## config.mk

```make
export PLATFORM = sky130hd
export DESIGN_NAME = rggen_atomic_register_common_flat
export DESIGN_NICKNAME = d
export VERILOG_FILES = /design/src/rtl/rggen_atomic_register_common_if.sv /design/src/rtl/rggen_atomic_register_common.sv /design/src/flat_wrapper.sv
export SDC_FILE = /design/constraint.sdc
export NUM_CORES = 1
export LEC_CHECK = 0
export ABC_AREA = 1
export CAP_MARGIN = 20
export CORE_AREA = 2 2 107 109
export DETAILED_ROUTE_END_ITERATION = 12
export DIE_AREA = 0 0 109 111
export PLACE_DENSITY = 0.67
export SYNTH_ARGS = -nofsm -noshare
export SYNTH_HDL_FRONTEND = slang
export SYNTH_SLANG_ARGS = --single-unit
```

## constraint.sdc

```tcl
create_clock -name vclk -period 7.1
set_input_delay 1.42 -clock vclk [all_inputs]
set_output_delay 1.42 -clock vclk [all_outputs]
set_load 0.005 [all_outputs]
```

## src/rtl/rggen_atomic_register_common_if.sv

```systemverilog
// Bus-side request/response bundle between the register-block bus adapter
// and one register core.
interface rggen_atomic_register_common_if #(
  parameter int ADDRESS_WIDTH = 8,
  parameter int BUS_WIDTH     = 32
);
  logic                     valid;
  logic                     write;
  logic [ADDRESS_WIDTH-1:0] address;
  logic [BUS_WIDTH-1:0]     write_data;
  logic [BUS_WIDTH/8-1:0]   strobe;
  logic                     active;
  logic                     ready;
  logic [1:0]               status;
  logic [BUS_WIDTH-1:0]     read_data;

  modport master (
    output valid, write, address, write_data, strobe,
    input  active, ready, status, read_data
  );

  modport slave (
    input  valid, write, address, write_data, strobe,
    output active, ready, status, read_data
  );
endinterface

```

## src/rtl/rggen_atomic_register_common.sv

```systemverilog
// Register core: splits a register into bus-width word slots and drives the
// bit-field request. Wide registers may use atomic mode, where lower-word
// writes are collected in a shadow buffer and committed with the last word,
// and a word-0 read snapshots the whole register for coherent upper reads.
module rggen_atomic_register_common #(
  parameter bit                    READABLE       = 1'b1,
  parameter bit                    WRITABLE       = 1'b1,
  parameter int                    ADDRESS_WIDTH  = 8,
  parameter int                    OFFSET_ADDRESS = 0,
  parameter int                    BUS_WIDTH      = 32,
  parameter int                    DATA_WIDTH     = BUS_WIDTH,
  parameter logic [DATA_WIDTH-1:0] VALID_BITS     = '1,
  parameter int                    REGISTER_INDEX = 0,
  parameter bit                    ATOMIC         = 1'b1
)(
  input  logic                  i_clk,
  input  logic                  i_rst,
  rggen_atomic_register_common_if.slave bus,
  input  logic                  i_additional_match,
  output logic [DATA_WIDTH-1:0] o_value,
  output logic                  o_bf_valid,
  output logic [DATA_WIDTH-1:0] o_bf_read_mask,
  output logic [DATA_WIDTH-1:0] o_bf_write_mask,
  output logic [DATA_WIDTH-1:0] o_bf_write_data,
  input  logic [DATA_WIDTH-1:0] i_bf_read_data,
  input  logic [DATA_WIDTH-1:0] i_bf_value
);
  localparam int WORDS     = DATA_WIDTH / BUS_WIDTH;
  localparam int BYTES     = BUS_WIDTH / 8;
  localparam int LSB       = $clog2(BYTES);
  localparam int WA_W      = ADDRESS_WIDTH - LSB;
  localparam int IDX_W     = (WORDS > 1) ? $clog2(WORDS) : 1;
  localparam bit ATOMIC_EN = ATOMIC && (WORDS > 1);
  localparam logic [IDX_W-1:0] LAST = IDX_W'(WORDS - 1);

  typedef enum logic [1:0] {IDLE, COLLECT, HELD} state_t;

  state_t                  state;
  state_t                  state_next;
  logic [WORDS-1:0]        match;
  logic [IDX_W-1:0]        idx;
  logic                    access_ok;
  logic                    req;
  logic [BUS_WIDTH-1:0]    bmask;
  logic [DATA_WIDTH-1:0]   masked_rd;
  logic [DATA_WIDTH-1:0]   shadow_data;
  logic [DATA_WIDTH-1:0]   shadow_mask;
  logic [DATA_WIDTH-1:0]   snapshot;
  logic [BUS_WIDTH-1:0]    read_data;

  // Word-aligned address of word k of this register.
  function automatic logic [WA_W-1:0] word_address(input int k);
    return WA_W'((OFFSET_ADDRESS + (DATA_WIDTH / 8) * REGISTER_INDEX + BYTES * k) >> LSB);
  endfunction

  // Byte-offset bits never take part in word decode.
  if (LSB > 0) begin : g_lsb
    logic unused_address;
    assign unused_address = ^bus.address[LSB-1:0];
  end

  assign access_ok = bus.write ? WRITABLE : READABLE;
  assign masked_rd = i_bf_read_data & VALID_BITS;

  // Per-word decode, qualified by access direction and external match.
  always_comb begin
    match = '0;
    for (int k = 0; k < WORDS; k++) begin
      match[k] = (bus.address[ADDRESS_WIDTH-1:LSB] == word_address(k)) &&
                 i_additional_match && access_ok;
    end
  end

  // Index of the matched word (at most one word can match).
  always_comb begin
    idx = '0;
    for (int k = 0; k < WORDS; k++) begin
      if (match[k]) idx = IDX_W'(k);
    end
  end

  // Byte strobes expanded to a bit mask for one bus word.
  always_comb begin
    bmask = '0;
    for (int b = 0; b < BYTES; b++) bmask[8*b +: 8] = {8{bus.strobe[b]}};
  end

  assign req           = bus.valid && (|match);
  assign bus.active    = |match;
  assign bus.ready     = req;
  assign bus.status    = 2'b00;
  assign bus.read_data = read_data;
  assign o_bf_valid    = req;
  assign o_value       = i_bf_value & VALID_BITS;

  // State register.
  always_ff @(posedge i_clk) begin
    if (i_rst) state <= IDLE;
    else       state <= state_next;
  end

  // Next-state: writes collect or commit, word-0 reads hold a snapshot,
  // any other read of this register ends collection or holding.
  always_comb begin
    state_next = state;
    if (ATOMIC_EN && req) begin
      if (bus.write)                   state_next = (idx == LAST) ? IDLE : COLLECT;
      else if (idx == '0)              state_next = HELD;
      else if (state == HELD)          state_next = (idx == LAST) ? IDLE : HELD;
      else                             state_next = IDLE;
    end
  end

  // Bit-field request and bus read data for the current access.
  always_comb begin
    o_bf_read_mask  = '0;
    o_bf_write_mask = '0;
    o_bf_write_data = {WORDS{bus.write_data}};
    read_data       = '0;
    if (req) begin
      if (bus.write) begin
        if (!ATOMIC_EN) begin
          o_bf_write_mask[idx*BUS_WIDTH +: BUS_WIDTH] = bmask;
        end else if (idx == LAST) begin
          o_bf_write_mask = shadow_mask;
          o_bf_write_mask[(WORDS-1)*BUS_WIDTH +: BUS_WIDTH] = bmask;
          o_bf_write_data = shadow_data;
          o_bf_write_data[(WORDS-1)*BUS_WIDTH +: BUS_WIDTH] = bus.write_data;
        end
      end else begin
        if (ATOMIC_EN && (idx == '0)) begin
          o_bf_read_mask = '1;
          read_data      = masked_rd[BUS_WIDTH-1:0];
        end else if (ATOMIC_EN && (state == HELD)) begin
          read_data = snapshot[idx*BUS_WIDTH +: BUS_WIDTH];
        end else begin
          o_bf_read_mask[idx*BUS_WIDTH +: BUS_WIDTH] = '1;
          read_data = masked_rd[idx*BUS_WIDTH +: BUS_WIDTH];
        end
      end
    end
  end

  // Shadow buffer and read snapshot updates.
  always_ff @(posedge i_clk) begin
    if (i_rst) begin
      shadow_data <= '0;
      shadow_mask <= '0;
      snapshot    <= '0;
    end else if (ATOMIC_EN && req) begin
      if (bus.write && (idx != LAST)) begin
        shadow_data[idx*BUS_WIDTH +: BUS_WIDTH] <=
          (shadow_data[idx*BUS_WIDTH +: BUS_WIDTH] & ~bmask) | (bus.write_data & bmask);
        shadow_mask[idx*BUS_WIDTH +: BUS_WIDTH] <=
          shadow_mask[idx*BUS_WIDTH +: BUS_WIDTH] | bmask;
      end else begin
        shadow_data <= '0;
        shadow_mask <= '0;
        if (!bus.write && (idx == '0)) snapshot <= masked_rd;
      end
    end
  end
endmodule

```

## src/flat_wrapper.sv

```systemverilog
// flat-port wrapper written by rule: the top's interface ports become plain ports
module rggen_atomic_register_common_flat 
#(
  parameter bit                    READABLE       = 1'b1,
  parameter bit                    WRITABLE       = 1'b1,
  parameter int                    ADDRESS_WIDTH  = 8,
  parameter int                    OFFSET_ADDRESS = 0,
  parameter int                    BUS_WIDTH      = 32,
  parameter int                    DATA_WIDTH     = BUS_WIDTH,
  parameter logic [DATA_WIDTH-1:0] VALID_BITS     = '1,
  parameter int                    REGISTER_INDEX = 0,
  parameter bit                    ATOMIC         = 1'b1
)
  (i_clk, i_rst, i_additional_match, o_value, o_bf_valid, o_bf_read_mask, o_bf_write_mask, o_bf_write_data, i_bf_read_data, i_bf_value, bus_valid, bus_write, bus_address, bus_write_data, bus_strobe, bus_active, bus_ready, bus_status, bus_read_data);
  rggen_atomic_register_common_if #(.ADDRESS_WIDTH(ADDRESS_WIDTH), .BUS_WIDTH(BUS_WIDTH)) bus_i ();
  input  logic i_clk;
  input  logic i_rst;
  input  logic i_additional_match;
  output logic [DATA_WIDTH-1:0] o_value;
  output logic o_bf_valid;
  output logic [DATA_WIDTH-1:0] o_bf_read_mask;
  output logic [DATA_WIDTH-1:0] o_bf_write_mask;
  output logic [DATA_WIDTH-1:0] o_bf_write_data;
  input  logic [DATA_WIDTH-1:0] i_bf_read_data;
  input  logic [DATA_WIDTH-1:0] i_bf_value;
  input wire logic [$bits(bus_i.valid)-1:0] bus_valid;
  input wire logic [$bits(bus_i.write)-1:0] bus_write;
  input wire logic [$bits(bus_i.address)-1:0] bus_address;
  input wire logic [$bits(bus_i.write_data)-1:0] bus_write_data;
  input wire logic [$bits(bus_i.strobe)-1:0] bus_strobe;
  output wire logic [$bits(bus_i.active)-1:0] bus_active;
  output wire logic [$bits(bus_i.ready)-1:0] bus_ready;
  output wire logic [$bits(bus_i.status)-1:0] bus_status;
  output wire logic [$bits(bus_i.read_data)-1:0] bus_read_data;
  assign bus_i.valid = bus_valid;
  assign bus_i.write = bus_write;
  assign bus_i.address = bus_address;
  assign bus_i.write_data = bus_write_data;
  assign bus_i.strobe = bus_strobe;
  assign bus_active = bus_i.active;
  assign bus_ready = bus_i.ready;
  assign bus_status = bus_i.status;
  assign bus_read_data = bus_i.read_data;
  rggen_atomic_register_common #(.READABLE(READABLE), .WRITABLE(WRITABLE), .ADDRESS_WIDTH(ADDRESS_WIDTH), .OFFSET_ADDRESS(OFFSET_ADDRESS), .BUS_WIDTH(BUS_WIDTH), .DATA_WIDTH(DATA_WIDTH), .VALID_BITS(VALID_BITS), .REGISTER_INDEX(REGISTER_INDEX), .ATOMIC(ATOMIC)) u_core (.i_clk(i_clk), .i_rst(i_rst), .bus(bus_i), .i_additional_match(i_additional_match), .o_value(o_value), .o_bf_valid(o_bf_valid), .o_bf_read_mask(o_bf_read_mask), .o_bf_write_mask(o_bf_write_mask), .o_bf_write_data(o_bf_write_data), .i_bf_read_data(i_bf_read_data), .i_bf_value(i_bf_value));
endmodule
```

==> metrics.md, run 1 <==
| Metric | Value |
|---|---|
| Status | `finished, final reports clean` |
| Sw Ratio | `32.1%` |
| Kind of critical path | `input port to primary output` |
| Cell family with most CP delay | `buffers and inverters` |
| Vias in the first global route | `1,010` |
| Synth warnings | `0` |
| GR Overflow Total | `0` |
| Worst path bufs/invs | `4` |
| Synthesized area | `0.00139 mm^2` |
| Place WS | `2.04 ns` |
| Vias | `1,195` |
| Min-Delay Path Depth | `0` |
| Register area | `0 um^2` |
| Worst-Margin Slew | `0.533 ns` |
| Final Hold Vio Count | `0` |
| Hold Slack | `2.84 ns` |
| Sw power | `0.0128 mW` |
| Post-synth top area share | `68.0%` |
| Dpl hpwl | `3940 um` |
| Setup tns final | `0 ns` |
| Pwr/cell area | `19.3 mW/mm^2` |
| Top cells by count, synth | `buf_4, nand2_1, nor2_2, nor2_1, inv_1` |
| Rows | `39` |
| Postcts setup bufs | `0` |
| # Max-Cap Violations | `0` |
| Net count, final | `351` |
| Synth unique cells | `10` |
| Avg Inst Size Synth | `6.30 um^2` |
| Layout cell share with drive strength beyond 1 | `10.6%` |
| Internal power | `0.0270 mW` |
| Cells after Synth | `221` |
| Initial Util | `12.6%` |
| Crit path from | `i_additional_match` |
| Final WS setup | `2.22 ns` |
| Largest stage delay, worst path | `0.57 ns` |
| Leak pwr | `0.717 nW` |
| Final setup fails | `0` |
| Wire per inst | `12.4 um` |
| WP data arrival | `3.46 ns` |
| Clk pwr share | `0%` |
| Fill count | `1,214` |
| CP Max Fanout | `38` |
| Core Area | `0.0111 mm^2` |
| Upper clock frequency limit | `205 MHz` |
| Most frequent cell after synthesis | `buf_4` |
| Largest net degree at the start of global routing | `39` |
| Via density | `3.15` |
| Logic pwr share | `100.0%` |
| Crit-path cells | `clkdlybuf4s50_1, nand2_1, nor2_2, nand3_2, buf_4, nor2_1, buf_4, clkdlybuf4s50_1` |
| I/O Buffers | `144` |
| Initial antenna violation count | `0` |
| Top post-synthesis cells by area | `buf_4, nand2_1, nor2_2` |
| Slew Limit Fails | `0` |
| Largest area contributor in the netlist | `buf_4` |
| Detail Route Antenna Nets | `0` |
| Die span in y | `111 um` |
| Startpoint Class | `input port` |
| Global Route Usage Sum | `6.73%` |
| First-pass GRT wire length | `6270 um` |
| Post-CTS Resized | `0` |
| Hold/Removal Path Class | `input port to primary output` |
| Synth-to-Final Area Change | `47.9%` |
| Crit. path cell count | `8` |
| CP Capture Type | `primary output` |
| Die ar. | `0.0121 mm^2` |
| Final Cycle Share | `68.7%` |
| Sequential cell area fraction in the yosys report | `0%` |
| Final GP Congestion | `0.626` |
| Worst VDD drop | `0.0151 mV` |
| IO Pins | `278` |
| Slew headroom | `64.5%` |
| Pre-antenna DRT Iters | `4` |
| HP Start | `bus_write_data[0]` |
| Register share of total power | `0%` |
| ANT cells | `0` |
| Unrepaired setup endpoints after global routing | `false` |
| DR iter-0 viols | `29` |
| Routed wire length | `4690 um` |
| FF+latch count | `0` |
| CLK BUF | `0` |
| Final min period | `4.88 ns` |
| Slowest CP cell | `clkdlybuf4s50_1` |
| Residual DRC | `0` |
| Hold buffers post-CTS | `0` |
| Multi-input gate area | `369 um^2` |
| CP required | `5.68 ns` |
| Die Wd | `109 um` |
==> final cells by class <==
cell class | count | share of cell area [%]
well taps | 143 | 8.69
inverters | 7 | 1.28
multi-input cells | 82 | 17.9
repair buffers | 147 | 72.1
==> cells in the final DEF (no fill, tap or decap) <==
| master | Yosys | layout |
|---|---|---|
| nor2_1 | 18 | 18 |
| clkdlybuf4s50_1 | 0 | 144 |
| inv_1 | 7 | 7 |
| nand2_1 | 39 | 39 |
| buf_4 | 126 | 2 |
| conb_1 | 1 | 2 |
| and2_1 | 1 | 1 |
| nor2_2 | 21 | 21 |
| nand3_2 | 1 | 1 |
| buf_16 | 0 | 1 |
==> per-layer routing <==
layer | track usage, % | part of all wire, % | vias up
met4 | 3.93 | 6.1 | 0
met5 | 0 | 0 | -
met3 | 4.82 | 21 | 32
met1 | 5.54 | 28 | 475
met2 | 11.4 | 45 | 136
li1 | - | - | 552
==> path summary, 6_finish.rpt <==
kind                            endpoint  slack, ns
worst max-delay path  o_bf_read_mask[11]       2.22
worst min-delay path  o_bf_write_data[0]       2.84
==> cell families (layout without fill, tap and decap cells) <==
family / after synthesis / after routing / synth area share (%)
buf+inv: 140 / 154 / 73.7
simple gates: 80 / 80 / 26.0
other cells: 1 / 2 / 0.270
==> power by group through the flow <==
stage                     logic, mW  registers (mW)  clock network [mW]
after floorplan              0.0408               0                   0
after global routing         0.0438               0                   0
after CTS                    0.0388               0                   0
after global placement       0.0380               0                   0
after detailed placement     0.0386               0                   0
final                        0.0398               0                   0
==> per-stage QoR <==
stage	power (mW)	cells	cell area [um^2]	utilization, %
floorplan	0.0408	222	1400	-
global placement	0.0380	378	2030	18.3
detailed placement	0.0386	378	2030	18.3
CTS	0.0388	378	2030	18.3
global route	0.0438	379	2060	18.6
finish	0.0398	379	2060	18.6
(Power assumes the default switching activity.)
==> inputs of run 2 (changes only) <==
CORE_AREA = 2 2 109 111   (was 2 2 107 109)
DIE_AREA = 0 0 111 113   (was 0 0 109 111)
PLACE_DENSITY = 0.65   (was 0.67)
clock period = 4.9 ns   (was 7.1 ns; I/O delays follow)
==> run 2 against run 1 <==
Compared with the run above: first-iteration DRC count decreased by 10%; clock-buffer cell count stayed put; utilization is 0.37 points lower; worst setup slack got worse by 1.5 ns; flip-flop and latch count is the same; critical path depth fell by 2; final cell count increased by 0.53%; largest power group unchanged.
==> metrics.md, run 2 (synthesis gave the netlist of run 1 again) <==
| Metric | Value |
|---|---|
| Post-CTS Resized | `0 (unchanged)` |
| Final GP Congestion | `0.766 (+22%)` |
| Hold/Removal Path Class | `input port to primary output` |
| Commonest non-fill, non-tap cell in the layout | `clkdlybuf4s50_1` |
| Die Wd | `111 um (+1.8%)` |
| Kind of critical path | `input port to primary output` |
| Detail Route Antenna Nets | `0 (unchanged)` |
| Slew headroom | `65.1% (+0.61 points)` |
| Sw Ratio | `32.1% (about the same)` |
| Final Hold Vio Count | `0 (unchanged)` |
| Setup tns final | `0 ns (unchanged)` |
| Internal power | `0.0380 mW (+41%)` |
| Min-Delay Path Depth | `0 (unchanged)` |
| Startpoint Class | `input port` |
| WP data arrival | `3.18 ns (-0.28 ns)` |
| Global Route Usage Sum | `7.76% (+1.0 points)` |
| Hold buffers post-CTS | `0 (unchanged)` |
| FF+latch count | `0 (unchanged)` |
| Upper clock frequency limit | `240 MHz` |
| Slew Limit Fails | `0 (unchanged)` |
| Fill count | `1,260 (+3.8%)` |
| Largest net degree at the start of global routing | `33 (-15%)` |
| Pwr/cell area | `27.3 mW/mm^2 (+41%)` |
| CLK BUF | `0 (unchanged)` |
| Worst-Margin Slew | `0.522 ns (-0.0110 ns)` |
| Net count, final | `353 (+0.57%)` |
| Logic pwr share | `100.0% (about the same)` |
| Synth-to-Final Area Change | `47.6%` |
| ANT cells | `0 (unchanged)` |
| Die ar. | `0.0125 mm^2 (+3.7%)` |
| Unrepaired setup endpoints after global routing | `false` |
| Via density | `3.21 (+1.7%)` |
| DR iter-0 viols | `26 (-10%)` |
| Hold EP | `o_bf_write_data[0]` |
| HP Start | `bus_write_data[0]` |
| Initial antenna violation count | `0 (unchanged)` |
| Initial Util | `12.3% (-0.22 points)` |
| Most frequent cells in the layout | `clkdlybuf4s50_1, nand2_1, nor2_2` |
| IO Pins | `278 (unchanged)` |
| Core Area | `0.0113 mm^2 (+1.8%)` |
| I/O Buffers | `144 (unchanged)` |
| Vias | `1,222 (+2.3%)` |
| Postcts setup bufs | `0 (unchanged)` |
| Dpl hpwl | `4920 um (+25%)` |
| CP Max Fanout | `15 (-61%)` |
| Clk pwr share | `0% (unchanged)` |
| Leak pwr | `0.718 nW (+0.15%)` |
| Status | `finished, final reports clean` |
| Sw power | `0.0180 mW (+41%)` |
| Register area | `0 um^2 (unchanged)` |
| Layout cell share with drive strength beyond 1 | `11.3% (+0.75 points)` |
| # Max-Cap Violations | `0 (unchanged)` |
| CP required | `3.92 ns (-1.76 ns)` |
| GR Overflow Total | `0 (unchanged)` |
| Final setup fails | `0 (unchanged)` |
| Routed wire length | `5480 um (+17%)` |
| Vias in the first global route | `1,061 (+5.0%)` |
| Final min period | `4.16 ns` |
| CP Capture Type | `primary output` |
| Residual DRC | `0 (unchanged)` |
| First-pass GRT wire length | `7400 um (+18%)` |
| Pre-antenna DRT Iters | `4 (unchanged)` |
| Final Cycle Share | `84.9%` |
| Final core utilization | `18.2% (-0.37 points)` |
| Worst VDD drop | `0.0108 mV (-29%)` |
| Register share of total power | `0% (unchanged)` |
| Rows | `39 (unchanged)` |
| Die span in y | `113 um (+1.8%)` |
| Wire per inst | `14.4 um (+16%)` |
[run 2: cell types whose count changed in the layout (fill, tap and decap cells not counted), sizes merged]
cell / previous run / this run
buf: 3 / 5
[run 2: layer usage]
layer	GRT usage, %	wire [um]
met5	0	0
met4	2.08	170
met3	7.50	1380
met2	14.5	2680
met1	5.44	1260
[run 2: worst max path at each step]
stage	from	endpoint	slack, ns	cells past startpoint
detailed placement	i_additional_match	o_bf_write_mask[29]	0.56	6
finish	i_additional_match	o_bf_write_mask[29]	0.74	6
global placement	i_additional_match	o_bf_write_mask[28]	0.60	6
global route	i_additional_match	o_bf_write_mask[24]	0.47	6
CTS	i_additional_match	o_bf_write_mask[29]	0.56	6
floorplan	bus_address[5]	o_bf_read_mask[10]	1.21	7
[run 2: critical path, stage by stage]
cell             delay, ns
clkdlybuf4s50_1       0.45
nand2_1               0.06
nor2_2                0.15
nand3_2               0.37
nor2_1                0.56
clkdlybuf4s50_1       0.61
[run 2: layout make-up]
cell class	instances	area, um^2	area share, %
repair buffers	149	1480	72.0
multi-input cells	82	369	18.0
well taps	143	179	8.71
inverters	7	26.3	1.28
[run 2: stage by stage]
| step | cell area [um^2] | cells | power, mW | setup WS [ns] | hold slack (ns) |
|---|---|---|---|---|---|
| after detailed placement | 2050 | 381 | 0.0569 | 0.556 | 1.96 |
| after global placement | 2050 | 381 | 0.0562 | 0.596 | 1.96 |
| final | 2050 | 381 | 0.0560 | 0.737 | 1.96 |
| after floorplan | 1400 | 222 | 0.0591 | 1.21 | 2.04 |
| after CTS | 2050 | 381 | 0.0572 | 0.557 | 1.96 |
| after global routing | 2050 | 381 | 0.0616 | 0.467 | 1.96 |
[run 2: power groups by stage]
stage          registers [mW]  logic (mW)  clock network (mW)
5_1_grt                     0      0.0616                   0
3_5_place_dp                0      0.0569                   0
4_1_cts                     0      0.0572                   0
3_3_place_gp                0      0.0562                   0
2_1_floorplan               0      0.0591                   0
6_report                    0      0.0560                   0
==> inputs of run 3 (changes only) <==
CORE_AREA = 2 2 108 110   (was 2 2 109 111)
DIE_AREA = 0 0 110 112   (was 0 0 111 113)
PLACE_DENSITY = 0.68   (was 0.65)
clock period = 3.6 ns   (was 4.9 ns; I/O delays follow)
==> run 3 against run 2 <==
Compared with the run above: non-clock buffer count is 2 higher; final cell count is 0.52% higher; critical endpoint is now o_bf_write_mask[3]; critical path type unchanged; global-route usage is 0.12 points higher; wire length is 0.40% lower; clock-buffer cell count stayed put; sequential share of layout area stayed put.
==> metrics.md, run 3 (synthesis gave the netlist of run 1 again) <==
| Metric | Value |
|---|---|
| Status | `finished, final reports clean` |
| Slowest CP cell | `clkdlybuf4s50_1` |
| Leak pwr | `0.736 nW (+2.4%)` |
| Die ar. | `0.0123 mm^2 (-1.8%)` |
| Final WS setup | `0.337 ns (-0.401 ns)` |
| Die Wd | `110 um (-0.90%)` |
| Upper clock frequency limit | `306 MHz` |
| Wire per inst | `14.3 um (-0.92%)` |
| Pre-antenna DRT Iters | `2 (-2)` |
| Synth-to-Final Area Change | `49.6%` |
| Place WS | `0.274 ns (-0.283 ns)` |
| ANT cells | `0 (unchanged)` |
| Rows | `39 (unchanged)` |
| DR iter-0 viols | `25 (-3.8%)` |
| Vias in the first global route | `1,030 (-2.9%)` |
| Routed wire length | `5460 um (-0.40%)` |
| Kind of critical path | `input port to primary output` |
| Hold buffers post-CTS | `0 (unchanged)` |
| IO Pins | `278 (unchanged)` |
| Largest net degree at the start of global routing | `26 (-21%)` |
| Slew Limit Fails | `0 (unchanged)` |
| Global Route Usage Sum | `7.88% (+0.12 points)` |
| CLK BUF | `0 (unchanged)` |
| Hold/Removal Path Class | `input port to primary output` |
| Initial Util | `12.5% (+0.11 points)` |
| Startpoint Class | `input port` |
| Cell family with most CP delay | `buffers and inverters` |
| Most frequent cells in the layout | `clkdlybuf4s50_1, nand2_1, nor2_2` |
| Final min period | `3.26 ns` |
| Final Hold Vio Count | `0 (unchanged)` |
| Final cell count without fillers | `383 (+0.52%)` |
| Pwr/cell area | `36.6 mW/mm^2 (+34%)` |
| FF+latch count | `0 (unchanged)` |
| Register area | `0 um^2 (unchanged)` |
| Largest stage delay, worst path | `0.59 ns (-0.02 ns)` |
| Unrepaired setup endpoints after global routing | `false` |
| Final GP Congestion | `0.652 (-15%)` |
| Initial antenna violation count | `0 (unchanged)` |
| Net count, final | `355 (+0.57%)` |
| CP Max Fanout | `24 (+9)` |
| Commonest non-fill, non-tap cell in the layout | `clkdlybuf4s50_1` |
| CP required | `2.88 ns (-1.04 ns)` |
| I/O Buffers | `144 (unchanged)` |
| DP Cell Count | `383 (+0.52%)` |
| Final Cycle Share | `90.6%` |
| First-pass GRT wire length | `7130 um (-3.5%)` |
| Setup tns final | `0 ns (unchanged)` |
| Final setup fails | `0 (unchanged)` |
| Dpl hpwl | `5040 um (+2.4%)` |
| Post-CTS Resized | `0 (unchanged)` |
| Die span in y | `112 um (-0.88%)` |
| Vias | `1,196 (-2.1%)` |
| Crit-path cells | `clkdlybuf4s50_1, nand2_1, nor2_2, nand3_2, buf_12, nor2_2, clkdlybuf4s50_1` |
| WP data arrival | `2.54 ns (-0.64 ns)` |
| Worst path bufs/invs | `3 (+1)` |
| Detail Route Antenna Nets | `0 (unchanged)` |
| # Max-Cap Violations | `0 (unchanged)` |
| Postcts setup bufs | `0 (unchanged)` |
| Core Area | `0.0112 mm^2 (-0.87%)` |
| GR Overflow Total | `0 (unchanged)` |
| CP Capture Type | `primary output` |
| Via density | `3.12 (-2.6%)` |
| Worst VDD drop | `0.0151 mV (+40%)` |
| Layout cell share with drive strength beyond 1 | `12.1% (+0.74 points)` |
| Residual DRC | `0 (unchanged)` |
## run 3: report_power, final
| part | switching, mW | total [mW] | internal, mW |
|---|---|---|---|
| sequential | 0 | 0 | 0 |
| combinational | 0.0245 | 0.0762 | 0.0518 |
| clock | 0 | 0 | 0 |
## run 3: through the flow
| step | hold WS [ns] | utilization, % | power [mW] | cell area [um^2] |
|---|---|---|---|---|
| 3_3_place_gp | 1.44 | 18.6 | 0.0766 | 2080 |
| 2_1_floorplan | 1.52 | - | 0.0804 | 1400 |
| 3_5_place_dp | 1.44 | 18.6 | 0.0780 | 2080 |
| 6_report | 1.44 | 18.6 | 0.0762 | 2080 |
| 5_1_grt | 1.44 | 18.6 | 0.0849 | 2080 |
| 4_1_cts | 1.44 | 18.6 | 0.0783 | 2080 |
## run 3: per-layer routing
| layer | global-route usage (%) | wire [um] | up-vias |
|---|---|---|---|
| met2 | 14.9 | 2780 | 131 |
| met5 | 0 | 0 | - |
| li1 | - | - | 560 |
| met1 | 5.17 | 1220 | 483 |
| met4 | 2.78 | 217 | 0 |
| met3 | 6.97 | 1240 | 22 |
## run 3: path summary, 6_finish.rpt
path	cells past startpoint	endpoint	slack (ns)	from
worst min-delay path	0	o_bf_write_data[16]	1.44	bus_write_data[16]
worst max-delay path	7	o_bf_write_mask[3]	0.34	i_additional_match
## run 3: cell type report
cell class | instances | area (um^2)
multi-input cells | 82 | 369
repair buffers | 151 | 1510
well taps | 143 | 179
inverters | 7 | 26.3
fillers | 1244 | 9090
